`config.mk`:
```
export PLATFORM = sky130hd
export DESIGN_NAME = rr_arb_8_flat
export DESIGN_NICKNAME = d
export VERILOG_FILES = /design/src/rtl/rr_arb_8_if.sv /design/src/rtl/rr_arb_8.sv /design/src/flat_wrapper.sv
export SDC_FILE = /design/constraint.sdc
export NUM_CORES = 1
export LEC_CHECK = 0
export ABC_AREA = 1
export BUFFER_PORTS_ARGS = -buffer_cell sky130_fd_sc_hd__clkbuf_2
export CORE_MARGIN = 5
export CORE_UTILIZATION = 55
export CTS_BUF_LIST = sky130_fd_sc_hd__clkbuf_4
export DETAILED_ROUTE_END_ITERATION = 6
export HOLD_SLACK_MARGIN = 0.02
export PLACE_DENSITY = 0.77
export SLEW_MARGIN = 40
export SYNTH_ARGS = -nofsm -noshare
export SYNTH_HDL_FRONTEND = slang
export SYNTH_SLANG_ARGS = --single-unit
```
`constraint.sdc`:
```
create_clock -name clk -period 2.65 [get_ports clk]
set_input_delay 0.1325 -clock clk [delete_from_list [all_inputs] [get_ports clk]]
set_output_delay 0.1325 -clock clk [all_outputs]
set_load 0.01 [all_outputs]
```
`src/rtl/rr_arb_8_if.sv`:
```
// Bus between the round-robin arbiter and its eight requesters plus the
// shared resource: requests and completion in, grant/select/status out.
interface rr_arb_8_if;
   logic [7:0] req;
   logic       done;
   logic [7:0] grant;
   logic [2:0] select;
   logic       busy;
   logic       timeout;

   // The requester/resource side drives req/done and observes the arbiter.
   modport master (
      output req, done,
      input  grant, select, busy, timeout
   );

   // The arbiter side.
   modport slave (
      input  req, done,
      output grant, select, busy, timeout
   );
endinterface

```
`src/rtl/rr_arb_8.sv`:
```
// Eight-way round-robin arbiter for a shared resource. A grant is held until
// the resource reports done, the owner drops its request, or the optional
// hold limit expires. The priority pointer moves past the last owner, and an
// IDLE cycle always separates two grants.
module rr_arb_8 #(
   parameter int unsigned MAX_HOLD = 16
) (
   input logic       clk,
   input logic       rst_n,
   rr_arb_8_if.slave bus
);

   typedef enum logic {IDLE, BUSY} state_t;

   localparam bit         HOLD_EN   = (MAX_HOLD != 0);
   localparam logic [7:0] HOLD_LAST = HOLD_EN ? 8'(MAX_HOLD - 1) : 8'd0;

   state_t     state, state_nxt;
   logic [2:0] ptr, ptr_nxt;
   logic [7:0] hcnt, hcnt_nxt;
   logic [7:0] grant_r, grant_nxt;
   logic [2:0] sel_r, sel_nxt;
   logic       busy_r, busy_nxt;
   logic       to_r, to_nxt;

   logic       found;
   logic [2:0] win;
   logic       hold_hit;
   logic       release_now;

   // Find the first requester scanning circularly from ptr upwards.
   always_comb begin
      found = 1'b0;
      win   = ptr;
      for (int i = 0; i < 8; i++) begin
         logic [2:0] idx;
         idx = ptr + 3'(i);
         if (!found && bus.req[idx]) begin
            found = 1'b1;
            win   = idx;
         end
      end
   end

   assign hold_hit    = HOLD_EN && (hcnt == HOLD_LAST);
   assign release_now = bus.done || !bus.req[sel_r] || hold_hit;

   // Next-state and next-output logic for the IDLE/BUSY controller.
   always_comb begin
      // NOTE: every target gets a default first so no path leaves it unassigned
      // and infers a latch.
      state_nxt = state;
      ptr_nxt   = ptr;
      hcnt_nxt  = hcnt;
      grant_nxt = grant_r;
      sel_nxt   = sel_r;
      busy_nxt  = busy_r;
      to_nxt    = 1'b0;
      case (state)
         IDLE: begin
            if (found) begin
               state_nxt = BUSY;
               grant_nxt = 8'd1 << win;
               sel_nxt   = win;
               busy_nxt  = 1'b1;
               hcnt_nxt  = 8'd0;
            end
         end
         BUSY: begin
            if (release_now) begin
               state_nxt = IDLE;
               grant_nxt = 8'd0;
               busy_nxt  = 1'b0;
               ptr_nxt   = sel_r + 3'd1;
               hcnt_nxt  = 8'd0;
               // Only a pure hold-limit revocation is reported as a timeout.
               to_nxt    = hold_hit && !bus.done && bus.req[sel_r];
            end else if (hcnt != 8'hFF) begin
               hcnt_nxt = hcnt + 8'd1;
            end
         end
         default: state_nxt = IDLE;
      endcase
   end

   // State and registered outputs; reset clears everything asynchronously.
   always_ff @(posedge clk or negedge rst_n) begin
      if (!rst_n) begin
         state   <= IDLE;
         ptr     <= 3'd0;
         hcnt    <= 8'd0;
         grant_r <= 8'd0;
         sel_r   <= 3'd0;
         busy_r  <= 1'b0;
         to_r    <= 1'b0;
      end else begin
         // NOTE: non-blocking assignments so every register samples the
         // pre-edge values, independent of statement order.
         state   <= state_nxt;
         ptr     <= ptr_nxt;
         hcnt    <= hcnt_nxt;
         grant_r <= grant_nxt;
         sel_r   <= sel_nxt;
         busy_r  <= busy_nxt;
         to_r    <= to_nxt;
      end
   end

   assign bus.grant   = grant_r;
   assign bus.select  = sel_r;
   assign bus.busy    = busy_r;
   assign bus.timeout = to_r;

endmodule

```
`src/flat_wrapper.sv`:
```
// flat-port wrapper written by rule: the top's interface ports become plain ports
module rr_arb_8_flat 
#(
   parameter int unsigned MAX_HOLD = 16
)
  (clk, rst_n, bus_req, bus_done, bus_grant, bus_select, bus_busy, bus_timeout);
  rr_arb_8_if bus_i ();
  input logic clk;
  input logic rst_n;
  input wire logic [$bits(bus_i.req)-1:0] bus_req;
  input wire logic [$bits(bus_i.done)-1:0] bus_done;
  output wire logic [$bits(bus_i.grant)-1:0] bus_grant;
  output wire logic [$bits(bus_i.select)-1:0] bus_select;
  output wire logic [$bits(bus_i.busy)-1:0] bus_busy;
  output wire logic [$bits(bus_i.timeout)-1:0] bus_timeout;
  assign bus_i.req = bus_req;
  assign bus_i.done = bus_done;
  assign bus_grant = bus_i.grant;
  assign bus_select = bus_i.select;
  assign bus_busy = bus_i.busy;
  assign bus_timeout = bus_i.timeout;
  rr_arb_8 #(.MAX_HOLD(MAX_HOLD)) u_core (.clk(clk), .rst_n(rst_n), .bus(bus_i));
endmodule
```
==> results of run 1 <==
==> critical path, stage by stage (launching register included) <==
cell and delay [ps]:
dfrtp_2 450, inv_6 60, ha_2 300, inv_2 110, nand3_1 100, nand3_1 110
nand2_2 110, nor2_4 150, nand4_4 120, nor2_4 170, nand2_2 80, o21ai_4 170
buf_12 140, nand2_4 70, nand2_2 100, xor2_1 140, nor2_1 50
==> cell type report <==
cell class | instances | area, um^2 | area share
multi-input cells | 245 | 1331 | 0.5507
flip-flops and latches | 25 | 626.9 | 0.2593
repair buffers | 37 | 235.2 | 0.09731
inverters | 33 | 133.9 | 0.05538
well taps | 48 | 60.06 | 0.02484
clock buffers | 4 | 30.03 | 0.01242
==> per-layer routing <==
layer / up-vias / share of wire
li1: 1069 / -
met1: 973 / 0.44
met2: 44 / 0.52
met3: 7 / 0.030
met4: 0 / 0.015
met5: - / 0
==> repair_timing <==
item,CTS,global route
gates cloned,0,1
hold endpoints to repair,25,0
endpoints found under the setup margin,14,18
resized for setup,2,17
hold buffers,1,0
setup buffers,1,6
pin swaps,0,5
==> final timing paths <==
path	slack, ps	end	depth (start not counted)
max in group asynchronous	1870	u_core.ptr[0]	2
setup / recovery	120	u_core.hcnt[3]	16
hold / removal	30	u_core.bus.timeout	4
hold reg to reg	490	u_core.bus.grant[1]	2
min in group asynchronous	340	u_core.hcnt[1]	2
setup reg to reg	120	u_core.hcnt[3]	16
==> state kept, by name, indices dropped and copies added (netlist names) <==
| name | count |
|---|---|
| u_core.bus.grant | 8 |
| u_core.state | 1 |
| u_core.ptr | 3 |
| u_core.bus.select | 3 |
| u_core.hcnt | 8 |
| u_core.bus.timeout | 1 |
| u_core.bus.busy | 1 |
==> through the flow <==
step | hold WS (ps) | util | setup TNS, ps
2_1_floorplan | -163.1 | - | 0
4_1_cts | 36.90 | 0.6265 | 0
6_report | 28.27 | 0.6603 | 0
5_1_grt | 58.59 | 0.6603 | -492.8
3_5_place_dp | 172.7 | 0.6121 | -449.7
3_3_place_gp | 170.6 | 0.6121 | -23.79
==> synth_stat cells, drive strengths merged <==
| library cell | n |
|---|---|
| a21oi | 7 |
| a31oi | 1 |
| and2 | 1 |
| and3 | 1 |
| buf | 4 |
| clkinv | 2 |
| dfrtp | 25 |
| ha | 4 |
| inv | 31 |
| nand2 | 122 |
| nand3 | 48 |
| nand4 | 9 |
| nor2 | 23 |
| nor3 | 3 |
| nor4 | 1 |
| o21a | 1 |
| o21ai | 17 |
| o21bai | 1 |
| o22ai | 2 |
| xor2 | 3 |
==> logic make-up after synthesis <==
| kind of cell | after synthesis | synth area share |
|---|---|---|
| and+or+nand+nor | 208 | 0.4931 |
| buffers and inverters | 37 | 0.08589 |
| AOI/OAI and AO/OA | 29 | 0.08167 |
| DFF | 25 | 0.3025 |
| adders and majority gates | 4 | 0.02420 |
| xor gates and xnor gates | 3 | 0.01271 |
==> flow_summary.yaml, run 1 <==
global_routing:
  use_met1: 0.2480
  grt.busiest_layer: "met2"
  grt_overflow_total: 0
  grt_usage: 0.1906
  grt_pass1_wl_um: 8059
  use_met2: 0.3357
  antenna_found_initial: 0
  globalRouteMet3Util: 0.008415
  grt_max_degree: 26
  grt_pass1_vias: 1892
worst_setup_path:
  cp.arrival_ps: 2770
  start_kind: "flop"
  critPathCaptureType: "flop"
  setup.worst_path.start: "u_core.ptr[0]"
  cp_data_required_time_ps: 2880
  criticalPathCategory: "reg -> reg"
  r2r-start: "u_core.ptr[0]"
  critPathMaxFanout: 6
final_layout:
  final_cell_count_no_fill: 392
  antenna_cells: 0
  nFillCells: 332
  stdcell_area_um2: 2417
  drive_above_1_share: 0.2703
  nNetsFinal: 360
  final_common_cell: "nand2_1"
  area_delta_synth_final_pct: 16.88
  final_cell_mix: "nand2_1, nand3_1, inv_1"
placement:
  hpwl_um: 3903
  gp_congestion: 0.9231
  placed_area_um2: 2241
  pre_cts_slack_ps: -119.1
  placed_cells: 379
  io_buffers: 23
routing:
  wl_um: 4949
  route.detailed.wl_per_inst_um: 12.63
  drc: 0
  final_antenna_net_count: 0
  vias: 2093
  viasPerCell: 5.339
  drt_iter0_markers: 174
  first_pass_iters: 4
synthesis:
  yosys_warnings: 0
  yosysSeqAreaShare: 0.3025
  synth.top_cells.by_area: "dfrtp_1, nand2_1, nand3_1"
  yosysTopAreaCell: "dfrtp_1"
  synth_nets: 321
  synth_cell_types: 35
  netlist_instances: 306
  synth_top_area_frac: 0.3025
  synth_area_um2: 2068
  synth_seq_cells: 25
  syn_avg_cell_area_um2: 6.759
floorplanning:
  fp-row-count: 22
  die_x_um: 71.32
  design.die.area_um2: 5087
  ios: 24
  start_util: 0.5649
  dieHeight_um: 71.32
  core_area_um2: 3661
sta:
  min_period_over_period: 0.9563
  maxSlewViolCount: 0
  slew_headroom: 0.5836
  finalHoldViolations: 0
  fin_skew_ps: 2.576
  tightestPinTransition_ps: 624.6
  fmax_mhz: 394.6
  period_minus_slack_ps: 2534
  setup_viol: 0
  fin_ws_ps: 115.7
job:
  drv_cap: 0
cts:
  clkSlewWorstSetupHoldPaths_ps: 130
  cts_tree: "yes"
  htreeDepth: 1
  cts.sinks: 25
  clockBufferDepth: 2
  cts-root-buf: "clkbuf_4"
  clock_latency_ps: 330
  cts_buffers: 3
hold_path:
  hp-class: "in -> reg"
  hp-start: "bus_done"
outcome:
  outcome: "completed"
Power of run 1 is left out: the tool's default activity adds up to more than one toggle a clock period on the data nets, which glitch-free logic cannot reach.
==> inputs of run 2 (changes only) <==
--- a/config.mk
+++ b/config.mk
@@ -7,12 +7,13 @@
 export LEC_CHECK = 0
 export ABC_AREA = 1
 export BUFFER_PORTS_ARGS = -buffer_cell sky130_fd_sc_hd__clkbuf_2
-export CORE_MARGIN = 5
-export CORE_UTILIZATION = 55
+export CORE_MARGIN = 2
+export CORE_UTILIZATION = 60
 export CTS_BUF_LIST = sky130_fd_sc_hd__clkbuf_4
 export DETAILED_ROUTE_END_ITERATION = 6
 export HOLD_SLACK_MARGIN = 0.02
-export PLACE_DENSITY = 0.77
+export PLACE_DENSITY = 0.8
+export SKIP_LAST_GASP = 1
 export SLEW_MARGIN = 40
 export SYNTH_ARGS = -nofsm -noshare
 export SYNTH_HDL_FRONTEND = slang
==> constraint.sdc (replaced) <==
create_clock -name clk -period 3.3 [get_ports clk]
set_input_delay 0.165 -clock clk [delete_from_list [all_inputs] [get_ports clk]]
set_output_delay 0.165 -clock clk [all_outputs]
set_load 0.01 [all_outputs]
==> run 2 against run 1 <==
Against the previous run: via count is 1.9% lower; worst hold slack better by 56 ps; sequential cell count stayed put; non-clock buffer count is 12 lower; wire length is 7.3% lower; die area is 23% lower; global-route usage is 5.4 points higher; sequential share of layout area is 2.1 points higher; first-iteration DRC count is 31% higher; clock skew is 4.8 ps higher; highest routed layer unchanged.
==> flow_summary.yaml, run 2 (synthesis gave the netlist of run 1 again) <==
cts:
  clkSlewWorstSetupHoldPaths_ps: 140
  cts_tree: "yes"
  htreeDepth: 1
  cts.sinks: 25
  clockBufferDepth: 2
  cts-root-buf: "clkbuf_4"
  cts_buffers: 3
  clock_latency_ps: 320
  cts_setup_buffers: 0
sta:
  finalHoldViolations: 0
  setup_viol: 0
  slew_headroom: 0.5806
  fmax_mhz: 345.5
  tightestPinTransition_ps: 629.1
  maxSlewViolCount: 0
  period_minus_slack_ps: 2894
  fin_skew_ps: 7.394
  rsz0062_at_grt: "no"
  fin_hold_ws_ps: 84.74
  setup_tns_ps: 0
  min_period_over_period: 0.8770
worst_setup_path:
  critPathMaxFanout: 14
  cp_data_required_time_ps: 3520
  critPathCaptureType: "flop"
  cp.arrival_ps: 3120
  criticalPathCategory: "reg -> reg"
  start_kind: "flop"
routing:
  viasPerCell: 5.448
  route.detailed.wl_per_inst_um: 12.17
  final_antenna_net_count: 0
  first_pass_iters: 5
  vias: 2054
  drt_iter0_markers: 228
  wl_um: 4589
  drc: 0
outcome:
  outcome: "completed"
floorplanning:
  start_util: 0.6247
  ios: 24
  design.die.area_um2: 3933
  core_area_um2: 3311
  fp-row-count: 21
  die_x_um: 62.71
  dieHeight_um: 62.71
final_layout:
  nFillCells: 312
  nNetsFinal: 347
  fin_util: 0.6765
  drive_above_1_share: 0.1964
  area_delta_synth_final_pct: 8.288
  final_common_cell: "nand2_1"
  final_cell_mix: "nand2_1, nand3_1, inv_1"
  antenna_cells: 0
global_routing:
  grt_overflow_total: 0
  grt_pass1_vias: 1862
  antenna_found_initial: 0
  grt_max_degree: 26
  grt_pass1_wl_um: 7976
  grt_usage: 0.2448
power_and_ir_drop:
  p_per_area_nw_per_um2: 1159
  irDropWorstVdd_v: 0.0006162
  p_total_uw: 2596
  total_leakage_power_uw: 0.001224
placement:
  hpwl_um: 3629
  io_buffers: 23
  gp_congestion: 0.9802
job:
  drv_cap: 0
hold_path:
  hp-class: "in -> reg"
-- run 2: cell types whose count changed in the layout (fill, tap and decap cells not counted), sizes merged --
| cell | previous run | this run |
|---|---|---|
| clkbuf | 27 | 26 |
| clkinv | 1 | 3 |
| nand2 | 123 | 122 |
| buf | 13 | 1 |
| inv | 32 | 31 |
-- run 2: through the flow --
| step | area [um^2] | instances | worst slack, ps |
|---|---|---|---|
| 6_report | 2240 | 377 | 405.9 |
| 5_1_grt | 2240 | 377 | 66.36 |
| 4_1_cts | 2238 | 377 | 316.4 |
| 3_5_place_dp | 2201 | 372 | 345.4 |
| 3_3_place_gp | 2201 | 372 | 407.7 |
| 2_1_floorplan | 2068 | 306 | 681.1 |
-- run 2: what timing repair did --
item,CTS,global route
endpoints found under the hold margin,25,0
resized for setup,0,1
setup endpoints to repair,0,4
hold buffers,1,0
-- run 2: routing by layer --
metal / global-route usage / share of wire / vias up
met2: 0.3858 / 0.44 / 63
met5: 0 / 0 / -
met1: 0.3411 / 0.48 / 928
met4: 0.07778 / 0.022 / 0
met3: 0.04685 / 0.056 / 12
li1: - / - / 1051
-- run 2: final cells by class --
| class | count | area, um^2 | area share |
|---|---|---|---|
| clock inverters | 1 | 5.005 | 0.002235 |
| clock buffers | 3 | 22.52 | 0.01006 |
| flip-flops and latches | 25 | 626.9 | 0.2799 |
| inverters | 33 | 130.1 | 0.05810 |
| multi-input cells | 244 | 1265 | 0.5648 |
| well taps | 46 | 57.56 | 0.02570 |
| repair buffers | 25 | 132.6 | 0.05922 |
-- run 2: critical path, stage by stage, from the launching register on --
cell     delay [ps]
dfrtp_2         520
inv_6           120
ha_1            410
inv_2           140
nand3_1         110
nand3_1          90
nand2_1         160
nor2_4          200
nand4_4         110
nor2_4          130
nand2_2          80
o21ai_4         260
nand2_4         140
nand3_2         120
nor2_1           50
nor2_1          100
nor2_1           50
-- run 2: worst paths after layout --
| check | start | end | slack (ps) | cells past startpoint |
|---|---|---|---|---|
| worst max-delay path | u_core.ptr[0] | u_core.hcnt[7] | 410 | 16 |
| worst min-delay path | bus_done | u_core.bus.timeout | 80 | 4 |
| worst max register to register | u_core.ptr[0] | u_core.hcnt[7] | 410 | 16 |
| worst min register to register | u_core.bus.grant[6] | u_core.bus.grant[6] | 500 | 2 |
| max in group asynchronous | rst_n | u_core.ptr[0] | 2480 | 2 |
| min in group asynchronous | rst_n | u_core.bus.timeout | 380 | 2 |
-- run 2: report_power, final --
| part | switching, uW | total (uW) | internal (uW) |
|---|---|---|---|
| Clock | 92.6 | 138 | 45.4 |
| Combinational | 1380 | 1980 | 593 |
| Sequential | 91.1 | 481 | 389 |
| Total | 1570 | 2600 | 1030 |
Power figures use the tool's default switching activity.
